<file path="src/rtl/ex_fwd_stage.sv">
// ID/EX stage: registers operands, tracks EX/MEM destination, computes forwarding selects and load-use stall.
// Latency: one clock from id_* to ex_*/sel_*; stall is combinational. Backpressure: stall holds PC and IF/ID.
// Optional FWD_PERF_CNT_EN adds stall_cnt and fwd_cnt counters.
module ex_fwd_stage #(
    parameter int DW = 32,
    parameter int RW = 5
) (
    input  logic          clk,
    input  logic          rst,
    input  logic          id_valid,
    input  logic [RW-1:0] id_rs,
    input  logic [RW-1:0] id_rt,
    input  logic          id_uses_rt,
    input  logic [RW-1:0] id_dst,
    input  logic          id_reg_write,
    input  logic          id_mem_read,
    input  logic          id_alu_src,
    input  logic [DW-1:0] id_rs_data,
    input  logic [DW-1:0] id_rt_data,
    input  logic [DW-1:0] id_imm,
    input  logic          flush,
    output logic          stall,
    output logic [DW-1:0] ex_rs_data,
    output logic [DW-1:0] ex_rt_data,
    output logic [DW-1:0] ex_imm,
    output logic [1:0]    sel_a,
    output logic [1:0]    sel_b,
    output logic          ex_valid
`ifdef FWD_PERF_CNT_EN
    ,
    output logic [31:0]   stall_cnt,
    output logic [31:0]   fwd_cnt
`endif
);

    logic [RW-1:0] ex_dst;
    logic          ex_reg_write;
    logic          ex_mem_read;
    // MEM/WB needs no tracking: the regfile is write-before-read, so that producer is already visible.
    logic          m_valid;
    logic [RW-1:0] m_dst;
    logic          m_reg_write;

    logic          hz_a_ex, hz_a_m, hz_b_ex, hz_b_m;
    logic [1:0]    sel_a_nxt, sel_b_nxt;
    logic          load;

    function automatic logic hz(input logic [RW-1:0] r, input logic v, input logic w,
                                input logic [RW-1:0] d);
        return (r != '0) && v && w && (d == r);
    endfunction

    always_comb begin
        hz_a_ex   = hz(id_rs, ex_valid, ex_reg_write, ex_dst);
        hz_a_m    = hz(id_rs, m_valid, m_reg_write, m_dst);
        hz_b_ex   = hz(id_rt, ex_valid, ex_reg_write, ex_dst);
        hz_b_m    = hz(id_rt, m_valid, m_reg_write, m_dst);
        sel_a_nxt = 2'b00;
        sel_b_nxt = 2'b00;
        // Younger producer (now in EX) wins over the older one (now in MEM).
        if (hz_a_ex)
            sel_a_nxt = 2'b01;
        else if (hz_a_m)
            sel_a_nxt = 2'b10;
        if (id_alu_src)
            sel_b_nxt = 2'b11;
        else if (id_uses_rt && hz_b_ex)
            sel_b_nxt = 2'b01;
        else if (id_uses_rt && hz_b_m)
            sel_b_nxt = 2'b10;
    end

    assign stall = ~rst & id_valid & ~flush & ex_mem_read & (hz_a_ex | (id_uses_rt & hz_b_ex));
    assign load  = id_valid & ~flush & ~stall;

    always_ff @(posedge clk or posedge rst) begin
        if (rst) begin
            ex_valid     <= 1'b0;
            ex_dst       <= '0;
            ex_reg_write <= 1'b0;
            ex_mem_read  <= 1'b0;
            ex_rs_data   <= '0;
            ex_rt_data   <= '0;
            ex_imm       <= '0;
            sel_a        <= 2'b00;
            sel_b        <= 2'b00;
            m_valid      <= 1'b0;
            m_dst        <= '0;
            m_reg_write  <= 1'b0;
        end else begin
            m_valid     <= ex_valid;
            m_dst       <= ex_dst;
            m_reg_write <= ex_reg_write;
            if (load) begin
                ex_valid     <= 1'b1;
                ex_dst       <= id_dst;
                ex_reg_write <= id_reg_write;
                ex_mem_read  <= id_mem_read;
                ex_rs_data   <= id_rs_data;
                ex_rt_data   <= id_rt_data;
                ex_imm       <= id_imm;
                sel_a        <= sel_a_nxt;
                sel_b        <= sel_b_nxt;
            end else begin
                ex_valid     <= 1'b0;
                ex_dst       <= '0;
                ex_reg_write <= 1'b0;
                ex_mem_read  <= 1'b0;
                ex_rs_data   <= '0;
                ex_rt_data   <= '0;
                ex_imm       <= '0;
                sel_a        <= 2'b00;
                sel_b        <= 2'b00;
            end
        end
    end

`ifdef FWD_PERF_CNT_EN
    logic fwd_hit;
    assign fwd_hit = load & ((sel_a_nxt == 2'b01) | (sel_a_nxt == 2'b10) |
                             (sel_b_nxt == 2'b01) | (sel_b_nxt == 2'b10));

    always_ff @(posedge clk or posedge rst) begin
        if (rst) begin
            stall_cnt <= '0;
            fwd_cnt   <= '0;
        end else begin
            if (stall)
                stall_cnt <= stall_cnt + 32'd1;
            if (fwd_hit)
                fwd_cnt <= fwd_cnt + 32'd1;
        end
    end
`endif

endmodule

</file>
<file path="config.mk">
export PLATFORM = sky130hd
export DESIGN_NAME = ex_fwd_stage
export DESIGN_NICKNAME = d
export VERILOG_FILES = /design/src/rtl/ex_fwd_stage.sv
export SDC_FILE = /design/constraint.sdc
export NUM_CORES = 1
export LEC_CHECK = 0
export ABC_CLOCK_PERIOD_IN_PS = 10000
export BUFFER_PORTS_ARGS = -buffer_cell sky130_fd_sc_hd__buf_2
export CORE_UTILIZATION = 50
export CTS_BUF_LIST = sky130_fd_sc_hd__clkbuf_8
export CTS_CLUSTER_DIAMETER = 200
export CTS_CLUSTER_SIZE = 16
export DETAILED_ROUTE_END_ITERATION = 8
export PLACE_DENSITY = 0.95
export SLEW_MARGIN = 20
export SYNTH_ARGS = -nofsm -noshare
export SYNTH_HDL_FRONTEND = slang
export SYNTH_SLANG_ARGS = --single-unit
</file>
<file path="constraint.sdc">
create_clock -name clk -period 10 [get_ports clk]
set_input_delay 3 -clock clk [delete_from_list [all_inputs] [get_ports clk]]
set_output_delay 3 -clock clk [all_outputs]
set_load 0.005 [all_outputs]
</file>
# [Yosys cells after proc, flatten, opt, wreduce, memory -nomap -nowiden]
# Cells that the tools add are included.
[word_totals] inputBits=119 regBits=115 latchBits=0 word_cells=57 mem_count=0 ram_bits=0 rom_bits=0
[classes] reduce_logical=16 n_eq_ne=4 shifts=0 multipliers=0 add_sub_neg=0 n_bitwise=11 n_mux=14 n_lt_le_gt_ge=0 div_mod_pow=0
[op_table] cell="32-bit two-way mux" count=3
[op_table] cell="5-bit == test" count=4
[op_table] cell="1-bit logical AND" count=14
[op_table] cell="2-bit two-way mux" count=7
[op_table] cell="5-bit nonzero test" count=2
[op_table] cell="1-bit bitwise AND" count=7
[op_table] cell="5-bit two-way mux" count=1
[op_table] cell="1-bit two-way mux" count=3
[op_table] cell="1-bit NOT" count=3
[op_table] cell="1-bit bitwise OR" count=1

# [Longest topological paths before layout]
# Gate-level depths: netlist of the first run.
[depth] depth_word=10 ltp_mapped=8

# [Least setup slack after synthesis of the first run]
# Ideal clock, no wire load.
[synth_path] path_kind="input -> output" start="in id_rt[2]" end="out stall" setup_slack_ns=2.798 path_buffers=2 t_required_ns=7.000 arrival_ns=4.202 path_stages=6 path_cell_list="xnor2_1 -> nand4_1 -> or4_4 -> a21boi_2 -> buf_6 -> buf_2"
[synth_between] elab_chain_len=7 elab_cells_between_ends=8 cone_classes="1 x eq/ne; 3 x bitwise; 4 x reduce/logical"
[synth_rtl] item="start, declared" line_no="12" source="input logic [RW-1:0] id_rt,"
[synth_rtl] item="5-bit nonzero test" line_no="50" source="return (r != '0) && v && w && (d == r);"
[synth_rtl] item="1-bit logical AND (2 in series)" line_no="50"
[synth_rtl] item="1-bit logical AND *" line_no="50"
[synth_rtl] item="1-bit bitwise AND *" line_no="73" source="assign stall = ~rst & id_valid & ~flush & ex_mem_read & (hz_a_ex | (id_uses_rt & hz_b_ex));"
[synth_rtl] item="1-bit bitwise OR *" line_no="73"
[synth_rtl] item="1-bit bitwise AND *" line_no="73"
[synth_rtl] item="end, declared" line_no="22" source="output logic stall,"
# Every way passes the cells marked *; elsewhere a longest branch is shown, timed or not.

# [Worst setup path after layout of the first run]
[layout_path] start="in flush" end="out stall"
[layout_between] elab_chain_len=4
[layout_rtl] item="start, declared" line_no="21" source="input logic flush,"
[layout_rtl] item="1-bit NOT" line_no="73"
[layout_rtl] item="1-bit bitwise AND (3 in series)" line_no="73"
# Every way passes these cells.

==> results of run 1 <==
## stage by stage
stage / hold slack [ns] / power, mW / cell area [um2] / worst slack (ns)
after floorplan: 0.354 / 0.534 / 4280 / 2.80
after global placement: 0.360 / 0.577 / 5430 / 2.18
after detailed placement: 0.378 / 0.581 / 5430 / 2.06
after CTS: 0.396 / 1.03 / 5850 / 2.06
after global routing: 0.404 / 1.06 / 5850 / 1.90
final: 0.394 / 1.02 / 5850 / 2.07
## power groups by stage
| stage | Clock, mW | Combinational, mW | Sequential [mW] |
|---|---|---|---|
| 2_1_floorplan | 0 | 0.0354 | 0.499 |
| 3_3_place_gp | 0 | 0.0805 | 0.496 |
| 3_5_place_dp | 0 | 0.0840 | 0.497 |
| 4_1_cts | 0.459 | 0.0843 | 0.489 |
| 5_1_grt | 0.481 | 0.0915 | 0.490 |
| 6_report | 0.449 | 0.0823 | 0.488 |
## cells in the mapped netlist
library cell	n	area (um2)
dfrtp_1	115	2880
nor3b_1	74	556
nor3b_2	30	375
clkbuf_1	12	45.0
xnor2_1	12	105
xor2_1	8	70.1
buf_2	7	35.0
buf_6	5	56.3
nand4_1	3	18.8
nor4_1	3	18.8
or4_1	3	22.5
a211oi_1	2	15.0
inv_1	2	7.51
nand2_1	2	7.51
nor2_1	2	7.51
nor3_1	2	10.0
a21boi_2	1	11.3
a21oi_1	1	5.00
nand2b_1	1	6.26
nand3_1	1	5.00
nand3b_1	1	7.51
o21ai_2	1	8.76
or4_4	1	11.3
## worst min path at each step
stage	to
after global routing	m_valid$_DFF_PP0_
after CTS	m_valid$_DFF_PP0_
after detailed placement	m_reg_write$_DFF_PP0_
final	m_valid$_DFF_PP0_
after global placement	m_reg_write$_DFF_PP0_
after floorplan	m_reg_write$_DFF_PP0_
## area by class of cell
type / count / area, um2 / area share (%)
Clock buffer: 18 / 248 / 4.23
Inverter: 2 / 10.0 / 0.171
Multi-Input combinational cell: 148 / 1280 / 21.8
Sequential cell: 115 / 2880 / 49.2
Clock inverter: 14 / 178 / 3.04
Timing Repair Buffer: 224 / 1130 / 19.3
Tap cell: 105 / 131 / 2.25
## critical path: cells and delay by family
kind / cells / cell delay [ns]
AND/OR/NAND/NOR: 2 / 0.85
buffers and inverters: 3 / 0.80
AO/OA/AOI/OAI: 1 / 0.23
## logic make-up (layout without fill, tap and decap cells)
family | count (synthesis) | in the layout
AND/OR/NAND/NOR | 123 | 123
flip-flops | 115 | 115
XOR/XNOR | 20 | 20
AO/OA/AOI/OAI | 5 | 5
buffers and inverters | 26 | 258
## layer usage
| metal | wire (um) | up-vias | GRT usage [%] |
|---|---|---|---|
| met3 | 867 | 13 | 9.58 |
| met5 | 0 | - | 0 |
| met2 | 5270 | 152 | 41.2 |
| met1 | 3680 | 1502 | 24.5 |
| li1 | - | 1430 | - |
| met4 | 139 | 0 | 7.70 |
## registers in the layout, indices dropped and copies added, names as in the netlist
signal	count
ex_valid	1
ex_dst	5
m_reg_write	1
ex_rs_data	32
ex_reg_write	1
ex_imm	32
sel_b	2
sel_a	2
m_valid	1
ex_rt_data	32
m_dst	5
ex_mem_read	1
==> impl_metrics.yaml, run 1 <==
clock_network:
  cts_num_sinks: 115
  cts_resized: 0
  clkSlewWorstSetupHoldPaths_ns: 0.07
  clk_latency_ns: 0.41
  post-cts-setup-buffers: 0
  cts-root-buf: "clkbuf_8"
  cts_inserted_buffers: 17
  cts_tree: "built"
  postCtsHoldBufs: 0
  clockBufferDepth: 2
  htree_levels: 4
job:
  maxCapViolations: 0
global_routing:
  grt_overflow_total: 0
  track_usage_pct: 23.0
  grt_pass1_wl_um: 15000
  first_global_vias: 3159
  grt_max_degree: 74
  grt_antenna_before_repair: 0
timing:
  tns_ns: 0
  maxSlewViolCount: 0
  finalHoldViolCount: 0
  fin_crit_ns: 7.93
  fin_crit_sh_pct: 79.3
  finClkSkew_ns: 0.0113
  fmax_ghz: 0.126
  rsz0062_at_grt: "no"
  max-slew-margin-rel_pct: 41.1
  worst_pin_slew_ns: 0.883
  setup_viol: 0
synth:
  avgSynthCellArea_um2: 14.8
  synth_mux_area_share_pct: 0
  synthCells: 289
  synthAdderAreaFrac_pct: 0
  synth_xor_area_share_pct: 4.09
  ys_seq_area_share_pct: 67.2
  synthSimpleGateAreaFrac_pct: 24.4
  synth_top_family_by_area: "simple AND/OR/NAND/NOR gates"
  synth.net_count: 408
  ys.warnings.count: 0
  netlist_area_um2: 4280
  ys_types: 23
  ys_seq_elements: 115
  synth-compound-area-share_pct: 0.935
power:
  powerDensity_nw_per_um2: 174
  seq_power_share_pct: 47.9
  p_leak_nw: 3.07
  peakVddDrop_v: 0.000114
  clkPwrFrac_pct: 44.1
  swShare_pct: 23.3
  p_switching_mw: 0.238
  power.internal_mw: 0.782
  p_comb_share_pct: 8.1
setup_path:
  r2r-start: "ex_dst[3]$_DFF_PP0_"
  worstSetupEndpoint: "stall"
  cp_slowest_cell: "buf_4"
  end_kind: "output pin"
  critPathLaunchType: "input pin"
  critPathMostFrequentCell: "buf_2"
  path_cells: "buf_2 > nand2b_4 > nor3b_1 > a21boi_4 > buf_4 > buf_2"
  ff2ff_path_depth: 7
  arrival_ns: 4.93
  startpoint: "flush"
  crit_required_ns: 7.00
  reg2reg_slack_ns: 7.06
  critPathKind: "input pin to output pin"
  critPathMaxFanout: 52
  reg2reg_to: "ex_rt_data[11]$_DFF_PP0_"
  crit_path_max_incr_delay_ns: 0.48
min_path:
  hold_class: "register to register"
  hold_depth: 0
  worstHoldStart: "ex_valid$_DFF_PP0_"
drt:
  drc: 0
  routedWlPerCell_um: 15.9
  vias: 3097
  ant_nets: 0
  viasPerCell: 4.95
  postRouteWirelength_um: 9950
  drt-pass1-iter-count: 4
  drt_iter0_drc: 86
run_status:
  status: "completed"
floorplan:
  io_pins: 221
  die-height_um: 94.6
  coreArea_um2: 8260
  rows: 33
  initial_core_util_pct: 51.9
  die_area_um2: 8940
  die_x_um: 94.6
placement:
  routabilityCongestion: 0.801
  port_buffers: 220
  hpwl_um: 7070
  dp.cells: 594
cells_and_area:
  utilization_pct: 70.9
  layout_commonest_cell: "buf_2"
  final_cell_mix: "buf_2, dfrtp_1, nor3b_1, nor3b_2, clkbuf_8"
  antenna_cells: 0
  stdcell_count: 626
  drive_above_1_share_pct: 55.9
  syn2layout_area_growth_pct: 36.6
  num-nets-final: 627
  nFillCells: 633
Note: power is estimated with default switching activity, not from simulation.
==> run 2, diff against run 1 <==
--- a/config.mk
+++ b/config.mk
@@ -5,14 +5,14 @@
 export SDC_FILE = /design/constraint.sdc
 export NUM_CORES = 1
 export LEC_CHECK = 0
-export ABC_CLOCK_PERIOD_IN_PS = 10000
+export ABC_CLOCK_PERIOD_IN_PS = 7200
 export BUFFER_PORTS_ARGS = -buffer_cell sky130_fd_sc_hd__buf_2
-export CORE_UTILIZATION = 50
+export CORE_UTILIZATION = 42
 export CTS_BUF_LIST = sky130_fd_sc_hd__clkbuf_8
 export CTS_CLUSTER_DIAMETER = 200
 export CTS_CLUSTER_SIZE = 16
 export DETAILED_ROUTE_END_ITERATION = 8
-export PLACE_DENSITY = 0.95
+export PLACE_DENSITY = 0.86
 export SLEW_MARGIN = 20
 export SYNTH_ARGS = -nofsm -noshare
 export SYNTH_HDL_FRONTEND = slang
==> constraint.sdc (replaced) <==
create_clock -name clk -period 7.2 [get_ports clk]
set_input_delay 2.16 -clock clk [delete_from_list [all_inputs] [get_ports clk]]
set_output_delay 2.16 -clock clk [all_outputs]
set_load 0.005 [all_outputs]
==> impl_metrics.yaml, run 2 (synthesis gave the netlist of run 1 again) <==
setup_path:
  end_kind: "output pin"
  ff2ff_path_depth: 7
  critPathKind: "input pin to output pin"
  critPathLaunchType: "input pin"
  arrival_ns: 3.54
  crit_required_ns: 5.04
  critPathMaxFanout: 47
global_routing:
  met2_usage_pct: 33.4
  grt_overflow_total: 0
  met1_usage_pct: 22.9
  grt_antenna_before_repair: 1
  first_global_vias: 3099
  grt_max_degree: 69
  track_usage_pct: 19.7
  grt_pass1_wl_um: 15400
  grt_busiest_layer: "met2"
  globalRouteMet3Util_pct: 6.31
power:
  powerDensity_nw_per_um2: 235
  p_leak_nw: 3.08
  peakVddDrop_v: 0.000115
floorplan:
  initial_core_util_pct: 43.6
  io_pins: 221
  die_area_um2: 10600
  rows: 36
  coreArea_um2: 9820
  die_x_um: 103
  die-height_um: 103
timing:
  maxSlewViolCount: 0
  finalHoldViolCount: 0
  rsz0062_at_grt: "no"
  tns_ns: 0
  worst_pin_slew_ns: 0.833
  fin_crit_sh_pct: 79.1
  fin_crit_ns: 5.70
  setup_viol: 0
  max-slew-margin-rel_pct: 44.4
  finClkSkew_ns: 0.00846
  fmax_ghz: 0.176
clock_network:
  post-cts-setup-buffers: 0
  clk_latency_ns: 0.41
  cts_tree: "built"
  cts_num_sinks: 115
  cts_inserted_buffers: 17
  postCtsHoldBufs: 0
  cts-root-buf: "clkbuf_8"
  clockBufferDepth: 2
  cts_resized: 0
  htree_levels: 4
  clkSlewWorstSetupHoldPaths_ns: 0.06
placement:
  routabilityCongestion: 0.812
  port_buffers: 220
  dpl_cell_area_um2: 5460
  hpwl_um: 6840
drt:
  vias: 3065
  postRouteWirelength_um: 9800
  viasPerCell: 4.69
  drc: 0
  routedWlPerCell_um: 15.0
  drt_iter0_drc: 90
  ant_nets: 0
  drt-pass1-iter-count: 4
run_status:
  status: "completed"
cells_and_area:
  seqCellArea_um2: 2880
  reg_top3: "ex_imm x32, ex_rs_data x32, ex_rt_data x32"
  final_cell_mix: "buf_2, dfrtp_1, nor3b_1, nor3b_2, clkbuf_8"
  multi_input_area_um2: 1280
  num-nets-final: 627
  drive_above_1_share_pct: 55.1
  syn2layout_area_growth_pct: 36.9
  layout_commonest_cell: "buf_2"
  stdcell_area_um2: 5860
  nFillCells: 835
  utilization_pct: 59.7
min_path:
  hold_class: "register to register"
  hold_depth: 0
job:
  maxCapViolations: 0
## run 2: changes by cell type in the layout (fill, tap and decap cells not counted)
cell	change
bufinv_16	-1
inv_6	-4
clkinv_4	-2
diode_2	+1
inv_1	+3
clkinvlp_4	-4
clkbuf_8	+5
clkinv_2	+1
## run 2: worst paths after layout
| kind | from | endpoint | slack [ns] |
|---|---|---|---|
| min in group asynchronous | rst | ex_rs_data[28]$_DFF_PP0_ | 1.85 |
| max | flush | stall | 1.50 |
| max in group asynchronous | rst | ex_rt_data[22]$_DFF_PP0_ | 4.10 |
| min | ex_reg_write$_DFF_PP0_ | m_reg_write$_DFF_PP0_ | 0.38 |
| max reg2reg | ex_dst[4]$_DFF_PP0_ | ex_rt_data[31]$_DFF_PP0_ | 4.17 |
| min reg2reg | ex_reg_write$_DFF_PP0_ | m_reg_write$_DFF_PP0_ | 0.38 |
## run 2: worst max-delay path, stage by stage
cell and delay (ns):
buf_2 0.10, nand2b_4 0.40, nor3b_1 0.45, a21boi_4 0.26
buf_2 0.13
## run 2: final cells by class
cell class,instances,share of cell area [%]
Antenna cell,1,0.0427
Clock buffer,23,5.40
Clock inverter,7,1.39
Inverter,2,0.171
Multi-Input combinational cell,148,21.8
Sequential cell,115,49.1
Tap cell,133,2.84
Timing Repair Buffer,224,19.3
## run 2: per-stage QoR
stage	total power, mW	cells	hold WS [ns]	setup WS [ns]
5_1_grt	1.44	653	0.403	1.32
3_3_place_gp	0.802	622	0.362	1.58
4_1_cts	1.40	652	0.380	1.50
2_1_floorplan	0.742	289	0.354	1.68
6_report	1.38	653	0.376	1.50
3_5_place_dp	0.807	622	0.365	1.52
## run 2: report_power, final
part	total [mW]	leakage, nW	internal [mW]	switching [mW]
clock network	0.587	0.217	0.355	0.232
registers	0.678	1.55	0.670	0.00791
logic	0.114	1.32	0.0605	0.0539
## run 2: metal layers
layer | wire length [um] | vias up
met1 | 3800 | 1491
met5 | 0 | -
met4 | 155 | 0
met2 | 5180 | 131
met3 | 658 | 14
li1 | - | 1429
